`config.mk`:
```
export PLATFORM = sky130hd
export DESIGN_NAME = btn_toggle_debouncer
export DESIGN_NICKNAME = d
export VERILOG_FILES = /design/src/rtl/btn_toggle_debouncer.sv
export SDC_FILE = /design/constraint.sdc
export NUM_CORES = 1
export LEC_CHECK = 0
export BUFFER_PORTS_ARGS = -buffer_cell sky130_fd_sc_hd__buf_2
export CAP_MARGIN = 20
export CORE_UTILIZATION = 55
export DETAILED_ROUTE_END_ITERATION = 8
export PLACE_DENSITY_LB_ADDON = 0.25
export SYNTH_ARGS = -nofsm -noshare
export SYNTH_HDL_FRONTEND = slang
export SYNTH_SLANG_ARGS = --single-unit
```
`constraint.sdc`:
```
create_clock -name CLOCK_50 -period 2.1 [get_ports CLOCK_50]
set_input_delay 0.525 -clock CLOCK_50 [delete_from_list [all_inputs] [get_ports CLOCK_50]]
set_output_delay 0.525 -clock CLOCK_50 [all_outputs]
set_load 0.05 [all_outputs]
```
`src/rtl/btn_toggle_debouncer.sv`:
```
// Pushbutton conditioner: two-flop synchronizer, stability-counter debounce FSM,
// one-cycle press/release strobes, a debounced level and a press-toggled state.
module btn_toggle_debouncer #(
    parameter int unsigned DEBOUNCE_CYCLES = 500000,
    parameter int unsigned CNT_W           = 20,
    parameter logic        PRESSED_LEVEL   = 1'b0
) (
    input  logic CLOCK_50,
    input  logic reset_n,
    input  logic toggleBtn,
    output logic btn_level,
    output logic press_pulse,
    output logic release_pulse,
    output logic toggle_state
);

    localparam logic [1:0] ST_IDLE       = 2'd0;
    localparam logic [1:0] ST_PRESS_WAIT = 2'd1;
    localparam logic [1:0] ST_PRESSED    = 2'd2;
    localparam logic [1:0] ST_REL_WAIT   = 2'd3;

    localparam logic [CNT_W-1:0] CNT_ZERO = {CNT_W{1'b0}};
    localparam logic [CNT_W-1:0] CNT_ONE  = {{(CNT_W-1){1'b0}}, 1'b1};
    localparam logic [CNT_W-1:0] CNT_LAST = CNT_W'(DEBOUNCE_CYCLES - 1);

    logic             s1_q;
    logic             s2_q;
    logic             p_s;
    logic [1:0]       state_q, state_d;
    logic [CNT_W-1:0] cnt_q, cnt_d;
    logic             level_q, level_d;
    logic             press_q, press_d;
    logic             release_q, release_d;
    logic             toggle_q, toggle_d;

    // Synchronizer preloads to the released level so a held button at reset is not an instant event
    always_ff @(posedge CLOCK_50 or negedge reset_n) begin
        if (!reset_n) begin
            s1_q <= ~PRESSED_LEVEL;
            s2_q <= ~PRESSED_LEVEL;
        end else begin
            s1_q <= toggleBtn;
            s2_q <= s1_q;
        end
    end

    assign p_s = (s2_q == PRESSED_LEVEL);

    // Debounce FSM: a WAIT state commits only after DEBOUNCE_CYCLES agreeing samples
    always_comb begin
        state_d   = state_q;
        cnt_d     = cnt_q;
        level_d   = level_q;
        press_d   = 1'b0;
        release_d = 1'b0;
        toggle_d  = toggle_q;
        case (state_q)
            ST_IDLE: begin
                if (p_s) begin
                    state_d = ST_PRESS_WAIT;
                    cnt_d   = CNT_ONE;
                end else begin
                    cnt_d   = CNT_ZERO;
                end
            end
            ST_PRESS_WAIT: begin
                if (!p_s) begin
                    state_d = ST_IDLE;
                    cnt_d   = CNT_ZERO;
                end else if (cnt_q == CNT_LAST) begin
                    state_d  = ST_PRESSED;
                    cnt_d    = CNT_ZERO;
                    press_d  = 1'b1;
                    toggle_d = ~toggle_q;
                    level_d  = 1'b1;
                end else begin
                    cnt_d = cnt_q + CNT_ONE;
                end
            end
            ST_PRESSED: begin
                if (!p_s) begin
                    state_d = ST_REL_WAIT;
                    cnt_d   = CNT_ONE;
                end else begin
                    cnt_d   = CNT_ZERO;
                end
            end
            ST_REL_WAIT: begin
                if (p_s) begin
                    state_d = ST_PRESSED;
                    cnt_d   = CNT_ZERO;
                end else if (cnt_q == CNT_LAST) begin
                    state_d   = ST_IDLE;
                    cnt_d     = CNT_ZERO;
                    release_d = 1'b1;
                    level_d   = 1'b0;
                end else begin
                    cnt_d = cnt_q + CNT_ONE;
                end
            end
            default: begin
                state_d = ST_IDLE;
                cnt_d   = CNT_ZERO;
                level_d = 1'b0;
            end
        endcase
    end

    // FSM state, counter and registered outputs
    always_ff @(posedge CLOCK_50 or negedge reset_n) begin
        if (!reset_n) begin
            state_q   <= ST_IDLE;
            cnt_q     <= CNT_ZERO;
            level_q   <= 1'b0;
            press_q   <= 1'b0;
            release_q <= 1'b0;
            toggle_q  <= 1'b0;
        end else begin
            state_q   <= state_d;
            cnt_q     <= cnt_d;
            level_q   <= level_d;
            press_q   <= press_d;
            release_q <= release_d;
            toggle_q  <= toggle_d;
        end
    end

    assign btn_level     = level_q;
    assign press_pulse   = press_q;
    assign release_pulse = release_q;
    assign toggle_state  = toggle_q;

endmodule

```
==> summary by stage, run 1 <==
Setup path
The startpoint of the most critical register-to-register path is cnt_q[0]. The critical path contains buffers and inverters numbering 0 combined. The critical path launch point is cnt_q[0]. The highest fanout seen on the critical path is 8. The type of the worst setup path is flop to flop. The data required time at the worst endpoint is 2.33 ns. The nature of the critical path endpoint is a flop.

Walking the worst path, the cells encountered are ha_1, and4_2, nand4_1, o21ai_0, or3b_1. The critical path ends at btn_level. The minimum setup slack among reg-to-reg paths is ~0.32 ns. Among all stages on the critical path, the largest delay is contributed by sky130_fd_sc_hd__dfrtp_1. The cell depth of the worst setup path is 5. The worst stage delay on the critical path is 0.42 ns. The kind of cell with the highest combined delay along the critical path is simple AND/OR/NAND/NOR gates. The data arrival time of the worst path is 2.01 ns.

The path depth of the worst reg2reg path is 5. The endpoint of the worst register-to-register path is btn_level. STA classifies the critical path startpoint as a flop.

Power and ir drop
Power comes to 933 uW. For this design the static power due to leakage is 0.000604 uW. The worst-case IR drop observed on VDD is 477 uV. In this run the power density over the cells is 651 nW/um^2.

Die
Measured along the x axis, the die boundary spans approximately 50 um. From bottom edge to top edge, the die measures 51.0 um. The floorplan has 17 rows.

The effective utilization at floorplan is 0.592. The region available for standard cell placement spans 2230 sq um. The number of top-level pins is 7.

The die outline area is between 2000 and 3000 sq um.

CTS
After clock tree synthesis, the clock-pin slew on the worst setup and hold paths is about 0.15 ns. The latest clock arrival within the worst-skew pair is roughly 0.33 ns. The count of clock tree sinks is 28. The number of buffers inserted during clock tree synthesis is 3.

The root cell of the clock tree is sky130_fd_sc_hd__clkbuf_4. The number of gates given a new drive strength after cts is 0. No sink is reached through more buffers than the 2 on the longest clock path. The count of hold buffers inserted by post-cts repair is 0.

The number of buffers added for setup after CTS is 0. The H-tree depth reported by CTS is 1. TritonCTS built the clock tree.

Min path
The worst hold path belongs to the class primary input to asynchronous set/reset pin.

GRT
The all-layer global routing usage is 0.205. The first global-routing pass estimated 3.93 mm of wire. Global routing finished with a remaining overflow of 0. The via count of the first global-routing pass is approximately 900. The largest net degree at the start of global routing is 29. The initial antenna violation count is 0.

Logic synthesis
The synthesized design contains 28 register bits. For this run, the register share of the synthesized area comes to 0.532. Of all flip-flops after synthesis, the portion carrying an async set or reset was 1.00. The mean instance size in the synthesized netlist is about 10 sq um. Counting distinct cell types in the post-synthesis netlist gives 31. The number of nets in the synthesized netlist is 130. The predominant post-synthesis flop cell is sky130_fd_sc_hd__dfrtp_1.

Yosys mapped a number of flops with a built-in enable equal to 0. In the synthesized netlist, the number of instances is 126. The yosys synthesis warning count is 0. After synthesis the cells add up to between 1000 and 1500 sq um.

Routing
The total routed wire length on the met1 layer is 1.19 mm. The initial detailed-routing violation count is 10. The met2 wire length is 1.02 mm. The residual DRC count is 0. In the final routed layout, each cell accounts on average for around 14 um. The highest metal layer with signal wires is met4. The via density per instance is 5.74. The pre-antenna-repair detailed-routing pass consisted of 4 iterations.

The routed layout has 930 vias. The wire length after detailed routing is around 2.3 mm. The detail route stage leaves a number of antenna-violating nets equal to 0.

Summed over all nets, wire length on met3 after detailed routing comes to 78 um.

Timing
Setup repair after global routing left no endpoint under its margin. Dividing the final minimum period by the clock period gives 0.847. The number of pins with negative max-slew slack in the final report is 0. The highest clock rate is 0.562 GHz.

The routed design could run at a clock period as short as 1.78 ns. The final total negative setup slack is 0 ns. Headroom to the max-slew limit came out at 0.589. The number of hold-slack violations in the final timing report is 0. At the pin with the least slew margin, the transition time is 0.616 ns. Across the routed clock network, the largest skew measured is 0.00457 ns. Setup violations remaining at the end of the flow were counted as 0.

Placed design
The detailed-placement wirelength estimate is between 1.5 and 2 mm. The congestion estimate from routability-driven global placement came to ~0.83. The count of buffers added on input and output ports is 6.

Finish
Relative to the synthesized area, the layout overhead comes to 8.33%. The most common cell after layout, fill and taps aside is sky130_fd_sc_hd__dfrtp_1. In the layout the commonest cells are sky130_fd_sc_hd__dfrtp_1, sky130_fd_sc_hd__nor2_1, sky130_fd_sc_hd__xor2_1.

For this run, the post-layout net count is 139. The count of antenna diodes in the layout is 0. The fraction of layout instances using a drive strength above 1 is 0.149.

Outcome
The run finished with clean final reports.

Run
The count of maximum capacitance violations is 0.
## synthesized netlist by cell type, types with 2 or more instances
cell type / instances / area, sq um
sky130_fd_sc_hd__xor2_1: 9 / 78.8
sky130_fd_sc_hd__buf_2: 3 / 15.0
sky130_fd_sc_hd__nand4_1: 5 / 31.3
sky130_fd_sc_hd__nand2_1: 6 / 22.5
sky130_fd_sc_hd__nand3_1: 6 / 30.0
sky130_fd_sc_hd__nor4_1: 3 / 18.8
sky130_fd_sc_hd__nand3_2: 2 / 20.0
sky130_fd_sc_hd__a21oi_1: 5 / 25.0
sky130_fd_sc_hd__inv_1: 4 / 15.0
sky130_fd_sc_hd__or3_1: 2 / 12.5
sky130_fd_sc_hd__o31ai_1: 4 / 30.0
sky130_fd_sc_hd__and4_1: 3 / 26.3
sky130_fd_sc_hd__or4_1: 4 / 30.0
sky130_fd_sc_hd__nor2_1: 19 / 71.3
sky130_fd_sc_hd__xnor2_1: 6 / 52.6
sky130_fd_sc_hd__and3_1: 3 / 18.8
sky130_fd_sc_hd__o21ai_0: 2 / 10.0
sky130_fd_sc_hd__dfstp_2: 2 / 52.6
sky130_fd_sc_hd__dfrtp_1: 26 / 651
## layer usage
layer	vias up	GRT usage
li1	465	-
met1	446	0.288
met2	17	0.316
met3	2	0.0268
met4	0	0.0880
met5	-	0
## stage by stage
step / util / instance area, sq um / hold slack [ns] / std cells / worst slack [ns]
finish: 0.641 / 1430 / 0.183 / 162 / 0.321
global route: 0.641 / 1430 / 0.218 / 162 / 0.209
detailed placement: 0.618 / 1380 / 0.349 / 158 / 0.327
floorplan: - / 1320 / 0.229 / 126 / 0.408
global placement: 0.618 / 1380 / 0.348 / 158 / 0.411
CTS: 0.641 / 1430 / 0.190 / 162 / 0.317
## worst min path at each step
stage	start	to	slack, ns	cells after the start
floorplan	reset_n	asynchronous set/reset pin	0.23	0
global placement	s1_q	s2_q	0.35	0
detailed placement	s1_q	s2_q	0.35	0
CTS	reset_n	cnt_q[4]	0.19	1
global route	reset_n	cnt_q[4]	0.22	1
finish	reset_n	cnt_q[4]	0.18	1
## cell type report
cell class	instances	area [sq um]
fillers	174	801
flip-flops and latches	28	703
multi-input cells	90	582
repair buffers	8	45.0
well taps	28	35.0
clock inverters	1	30.0
clock buffers	3	22.5
inverters	4	15.0
## flip-flops by register name, summed over array words and instances (netlist names), named ones only
signal and cells:
toggle_state 1, btn_level 1, s1_q 1, s2_q 1, press_pulse 1, state_q 1, release_pulse 1, cnt_q 20
## power breakdown
group / internal (uW) / total (uW) / switching, uW
clock network: 193 / 352 / 159
logic: 7.97 / 28.9 / 20.9
registers: 546 / 552 / 5.28
## cells by family (layout without fill, tap and decap cells)
kind of cell	Yosys count	count (layout)	share of synthesized area
AND/OR/NAND/NOR	59	59	0.256
buffers and inverters	8	16	0.0284
XOR/XNOR	15	15	0.0993
AO/OA/AOI/OAI	14	14	0.0672
adder cells (fa/ha/maj)	1	1	0.00946
flip-flops	28	28	0.532
multiplexers	1	1	0.00757
Power figures use the tool's default switching activity.
==> run 2, diff against run 1 <==
Clock period 2.1 ns to 1.65 ns, I/O delays scaled along.
==> summary by stage, run 2 (synthesized netlist as in run 1, its figures left out) <==
GRT
The initial antenna violation count was 0 (unchanged). The all-layer global routing usage was 0.247 (+0.0424). The first-pass GRT wire length was 4.70 mm (+20%). The overflow left after global routing came to 0 (unchanged).

The via count of the first global-routing pass was 1,047 (+19%). The largest net degree at the start of global routing is 29 (unchanged).

Finish
The count of nets after finishing is 161 (+16%). The fraction of layout instances using a drive strength above 1 is 0.333 (+0.184). The layout-stage area growth over the synthesis result is 24.9%. The count of antenna diodes in the layout is 0 (unchanged). Leaving out fill and tap cells, the most frequent cell in the layout is sky130_fd_sc_hd__dfrtp_1. The library cells used most frequently in the layout, excluding fill and tap cells, are sky130_fd_sc_hd__dfrtp_1, sky130_fd_sc_hd__buf_4, sky130_fd_sc_hd__nor2_1. The final standard cell area without fillers is 1650 sq um (+15%). The flip-flop count of the largest register after layout is 20 (unchanged). The register ranked first by flip-flop count is cnt_q.

Timing
The setup-violating endpoint count in the final report is 1 (+1). Setup repair after global routing could not meet its margin everywhere. The clock period minus final worst setup slack is 1.67 ns (-0.114 ns). The number of hold-slack violations in the final timing report is 0 (unchanged). The setup skew after layout is 0.00179 ns (-0.00277 ns). The worst-margin pin slew is 0.606 ns (-0.0102 ns). The number of pins with negative max-slew slack in the final report is 0 (unchanged). The final total negative setup slack is -0.0159 ns (-0.0159 ns). The normalized max-slew margin is 0.596 (+0.00682).

The worst setup slack after layout is -0.0159 ns (-0.336 ns). The highest clock rate was 0.600 GHz (+6.8%). The final period utilization is 1.01 (+0.162).

Setup path
The worst stage delay on the critical path is 0.45 ns (+0.03 ns). The highest fanout seen on the critical path is 4 (-4). The critical path buffer and inverter count was 0 (unchanged). The nature of the critical path endpoint is a flop. Traced cell by cell, the critical path runs through nor4_2, nand3_1, nor4_2, xor2_1.

The data required time at the worst endpoint came to 1.91 ns (-0.42 ns). The dominant delay contributor by cell family on the critical path is simple AND/OR/NAND/NOR gates. STA classifies the critical path startpoint as a flop. The data arrival time of the worst path came to 1.93 ns (-0.08 ns). The most used cell along the critical path is sky130_fd_sc_hd__nor4_2. By startpoint and endpoint, the worst setup path is classified as flop to flop.

The highest-delay cell along the critical path is sky130_fd_sc_hd__dfrtp_1.

CTS
The clock input transition at the sequential cells of the worst setup and hold paths is 0.14 ns (about the same). The maximum buffer depth of the clock tree is 2 (unchanged). The count of clock tree sinks was 28 (unchanged). The root cell of the clock tree is sky130_fd_sc_hd__clkbuf_4. The latest clock arrival within the worst-skew pair is 0.32 ns (about the same). The CTS tree is built.

The number of buffers inserted during clock tree synthesis was 3 (unchanged). The H-tree depth reported by CTS came to 1 (unchanged).

Die
The die outline area is 2600 sq um (unchanged). The number of rows in the core area is 17 (unchanged). The total core area is 2230 sq um (unchanged). The number of top-level pins came to 7 (unchanged). The die outline width was 51.0 um (unchanged). The effective utilization at floorplan is 0.592 (unchanged). The floorplan die height is 51.0 um (unchanged).

Outcome
The flow ran to the end, but the final reports show violations. The final reports fail on setup timing.

Power and ir drop
The proportion of power drawn by the clock network came to 0.306 (-0.072). The total net switching power is 229 uW (+24%). The maximum ir drop on the vdd rail was 803 uV (+68%).

The power density normalized to cell area came to 651 nW/um^2 (about the same). The static leakage is 0.000727 uW (+20%). The combinational cell fraction of total power came to 0.041 (+0.010). The internal power component is 845 uW (+13%).

The sequential power share was 0.653 (+0.062). The net switching fraction of the power came to 0.213 (+0.0149).

Run
The count of maximum capacitance violations is 0 (unchanged).

Routing
The wire length after detailed routing is 2.94 mm (+27%). The number of antenna-violating nets in the routed design is 0 (unchanged). The total number of vias is 1,080 (+16%). The via density per instance is 5.87 (+2.2%). The initial detailed-routing violation count is 35 (+25). The residual DRC count is 0 (unchanged). The number of iterations in the first detailed-routing pass is 4 (unchanged). The per-cell routed wire length is 16.0 um (+12%).

Placed design
The final RePlAce weighted congestion was 0.824 (-1.0%). The instance area at placement is 1520 sq um (+10%). The detailed-placement wirelength estimate was 1.96 mm (+21%). The count of input and output buffers came to 6 (unchanged).

Min path
The class of the most critical hold timing path is primary input to asynchronous set/reset pin.
## run 2: cell types whose count changed in the layout (fill, tap and decap cells not counted), moves of 2 or more
cell                      previous run  this run
sky130_fd_sc_hd__buf_4               2        23
sky130_fd_sc_hd__a21oi_2             0         2
sky130_fd_sc_hd__or4_4               0         2
sky130_fd_sc_hd__a21oi_1             5         3
sky130_fd_sc_hd__or4_1               4         2
## run 2: final timing paths
| kind | startpoint | endpoint | slack (ns) | depth (start not counted) |
|---|---|---|---|---|
| max | cnt_q[5] | toggle_state | -0.02 | 4 |
| min | reset_n | cnt_q[13] | 0.07 | 1 |
| max reg2reg | cnt_q[5] | toggle_state | -0.02 | 4 |
| min reg2reg | s1_q | s2_q | 0.37 | 0 |
| max in group asynchronous | reset_n | toggle_state | 1.19 | 1 |
| min in group CLOCK_50 | toggleBtn | s1_q | 0.16 | 1 |
## run 2: routing by layer
layer / vias to the layer above / track usage / wire [um] / part of all wire
li1: 505 / - / - / -
met3: 6 / 0.0476 / 126 / 0.043
met5: - / 0 / 0 / 0
met1: 538 / 0.323 / 1300 / 0.44
met2: 31 / 0.408 / 1460 / 0.50
met4: 0 / 0.0880 / 41 / 0.014
## run 2: final cells by class
class | count | area (sq um)
Tap cell | 28 | 35.0
Timing Repair Buffer | 30 | 223
Sequential cell | 28 | 703
Inverter | 4 | 15.0
Multi-Input combinational cell | 90 | 639
Fill cell | 176 | 582
Clock buffer | 4 | 36.3
## run 2: metrics by stage
| stage | setup WS (ns) | power, uW | util | instances | hold WS (ns) |
|---|---|---|---|---|---|
| after floorplan | 0.00329 | 730 | - | 126 | 0.117 |
| after global placement | 0.0574 | 757 | 0.681 | 174 | 0.345 |
| after detailed placement | -0.0209 | 758 | 0.681 | 174 | 0.348 |
| after CTS | 0.00414 | 1080 | 0.710 | 180 | 0.0873 |
| after global routing | -0.0773 | 1110 | 0.739 | 184 | 0.106 |
| final | -0.0159 | 1070 | 0.739 | 184 | 0.0708 |
## run 2: power by group through the flow
stage	combinational (uW)	clock [uW]	sequential, uW
4_1_cts	44.0	336	702
3_3_place_gp	43.0	0	714
3_5_place_dp	43.6	0	714
2_1_floorplan	17.2	0	713
6_report	43.7	329	702
5_1_grt	51.0	359	703
## run 2: timing repair
item / 4_1_cts / 5_1_grt
hold buffers: 0 / 0
pin swaps: 1 / 9
endpoints found under the hold margin: 0 / 0
resized for setup: 4 / 9
buffers inserted: 2 / 4
setup endpoints to repair: 4 / 15
==> run 3, diff against run 2 <==
Settings changed: CTS_BUF_LIST from default to sky130_fd_sc_hd__clkbuf_2, SKIP_CTS_REPAIR_TIMING from default to 1, SLEW_MARGIN from default to 15.
==> summary by stage, run 3 (synthesized netlist as in run 1, its figures left out) <==
Setup path
The cell depth of the worst setup path is 4 (unchanged). The minimum setup slack among reg-to-reg paths is -0.04 ns (-0.02 ns). The worst setup path is launched from a flop. STA classifies the critical path endpoint as a flop. The endpoint identified for the worst register-to-register timing path is btn_level.

The highest fanout seen on the critical path is 4 (unchanged). The worst stage delay on the critical path came to 0.44 ns (about the same). The path depth of the worst reg2reg path is 4 (unchanged). In this run the worst setup path begins at cnt_q[14]. The data required time at the worst endpoint is 1.92 ns (about the same).

The critical path goes through nor4b_1, nand3_2, o21ai_1, or3b_1. Broken down by cell family, the worst path's largest delay share belongs to simple AND/OR/NAND/NOR gates. On the critical path, the stage with the largest delay is an instance of sky130_fd_sc_hd__dfrtp_1. The type of the worst setup path is flop to flop. The data arrival time of the worst path is 1.95 ns (+0.02 ns). The critical path buffer and inverter count is 0 (unchanged). The startpoint of the most critical register-to-register path is cnt_q[14].

GRT
The overflow left after global routing came to 0 (unchanged). The all-layer global routing usage came to 0.245 (-0.00193). The initial antenna violation count is 0 (unchanged). The largest net degree at the start of global routing was 29 (unchanged). The global-route met3 utilization is 0.0357 (-0.0119). The met2 capacity usage during global routing was 0.397 (-0.0110).

The met1 usage in global routing is 0.331 (+0.00787). The first-pass GRT wire length came to 4.59 mm (-2.3%). The via count of the first global-routing pass is 993 (-5.2%). met2 is the most crowded layer.

Routing
The total number of vias was 1,073 (-0.65%). The residual DRC count was 0 (unchanged). The initial detailed-routing violation count is 21 (-40%). The number of antenna-violating nets in the routed design is 0 (unchanged). The via density per instance is 5.77 (-1.7%).

The number of iterations in the first detailed-routing pass is 5 (+1). The per-cell routed wire length is 15.4 um (-3.7%). The wire length after detailed routing was 2.86 mm (-2.6%).

Run
The count of maximum capacitance violations was 0 (unchanged).

Timing
The setup-violating endpoint count in the final report is 2 (+1). The worst-margin pin slew came to 0.604 ns (-0.00232 ns). The number of hold-slack violations in the final timing report is 0 (unchanged). The final period utilization was 1.02 (+0.0124). The smallest hold slack came to 0.0233 ns (-0.0475 ns).

The number of pins with negative max-slew slack in the final report is 0 (unchanged). The worst setup slack after layout is -0.0364 ns (-0.0205 ns). Setup repair after global routing could not meet its margin everywhere. The highest clock rate is 0.593 GHz (-1.2%). The setup skew after layout came to 0.00664 ns (+0.00484 ns). The clock period minus final worst setup slack is 1.69 ns (+0.0205 ns). The normalized max-slew margin is 0.597 (+0.00155).

Finish
The multi-input gate area in the final layout is 636 sq um (-0.59%). The count of nets after finishing was 163 (+1.2%). Relative to the synthesized area, the layout overhead comes to 24.5%. The flip-flop count of the largest register after layout is 20 (unchanged). The filler cell count was 181 (+2.8%). In the layout the commonest cells are sky130_fd_sc_hd__dfrtp_1, sky130_fd_sc_hd__buf_4, sky130_fd_sc_hd__nor2_1. The core occupancy in the finished layout is 0.737 (-0.00224). The sequential cell area in the final layout is 704 sq um (+0.18%). The count of antenna diodes in the layout is 0 (unchanged). Counting flops per register, the top entry is cnt_q. The fraction of layout instances using a drive strength above 1 is 0.329 (-0.00422). The non-filler instance count after layout is 186 (+1.1%).

CTS
CTS placed an instance of sky130_fd_sc_hd__clkbuf_2 at the clock tree root. The maximum buffer depth of the clock tree is 2 (unchanged). The H-tree depth reported by CTS came to 1 (unchanged). The count of clock tree sinks is 28 (unchanged). The latest clock arrival within the worst-skew pair is 0.35 ns (+0.03 ns).

The number of buffers inserted during clock tree synthesis is 3 (unchanged). The CTS tree is built. The clock input transition at the sequential cells of the worst setup and hold paths is 0.24 ns (+0.10 ns).

Die
The total core area is 2230 sq um (unchanged). The number of rows in the core area is 17 (unchanged). The die outline width is 51.0 um (unchanged). The effective utilization at floorplan is 0.592 (unchanged). The die outline area is 2600 sq um (unchanged). The floorplan die height is 51.0 um (unchanged). The number of top-level pins is 7 (unchanged).

Min path
The class of the most critical hold timing path is primary input to asynchronous set/reset pin.

Power and ir drop
The maximum ir drop on the vdd rail was 638 uV (-21%). The post-layout total power is 986 uW (-8.2%). The power density normalized to cell area is 599 nW/um^2 (-7.9%). The static leakage is 0.000725 uW (-0.20%).

Outcome
The checks that failed: setup timing. The flow ran to the end, but the final reports show violations.

Placed design
The detailed-placement wirelength estimate is 1.96 mm (unchanged). The count of input and output buffers is 6 (unchanged). The final RePlAce weighted congestion is 0.824 (unchanged). The number of cells in the design after placement is 174 (unchanged).
run 3: through the flow:
step	TNS [ns]	instance area [sq um]	setup WS, ns
finish	-0.0398	1650	-0.0364
global route	-1.32	1650	-0.141
CTS	-0.190	1540	-0.0678
detailed placement	-0.0212	1520	-0.0209
global placement	0	1520	0.0574
floorplan	0	1330	0.00329
run 3: power breakdown:
group          leakage, uW  switching (uW)  internal [uW]
clock            0.0000140             186           52.7
sequential        0.000378            6.72            697
combinational     0.000333            29.3           14.8
total             0.000725             222            764
run 3: worst max path at each step:
stage / endpoint
3_5_place_dp: btn_level
6_report: btn_level
3_3_place_gp: btn_level
2_1_floorplan: btn_level
4_1_cts: cnt_q[19]
5_1_grt: btn_level
run 3: final cells by class:
type                       instances  share of cell area
clock buffer                       3             0.00912
clock inverter                     1             0.00228
inverter                           4             0.00912
multi-input combinational         90               0.386
sequential                        28               0.428
tap                               28              0.0213
timing repair buffer              32               0.144
run 3: worst register-to-register path, stage by stage (launching register included):
cell                      delay, ns
sky130_fd_sc_hd__dfrtp_1       0.44
sky130_fd_sc_hd__nor4b_1       0.43
sky130_fd_sc_hd__nand3_2       0.22
sky130_fd_sc_hd__o21ai_1       0.17
sky130_fd_sc_hd__or3b_1        0.35
run 3: per-layer routing:
| metal | vias up | part of all wire |
|---|---|---|
| li1 | 512 | - |
| met3 | 6 | 0.037 |
| met5 | - | 0 |
| met1 | 527 | 0.45 |
| met2 | 28 | 0.50 |
| met4 | 0 | 0.017 |
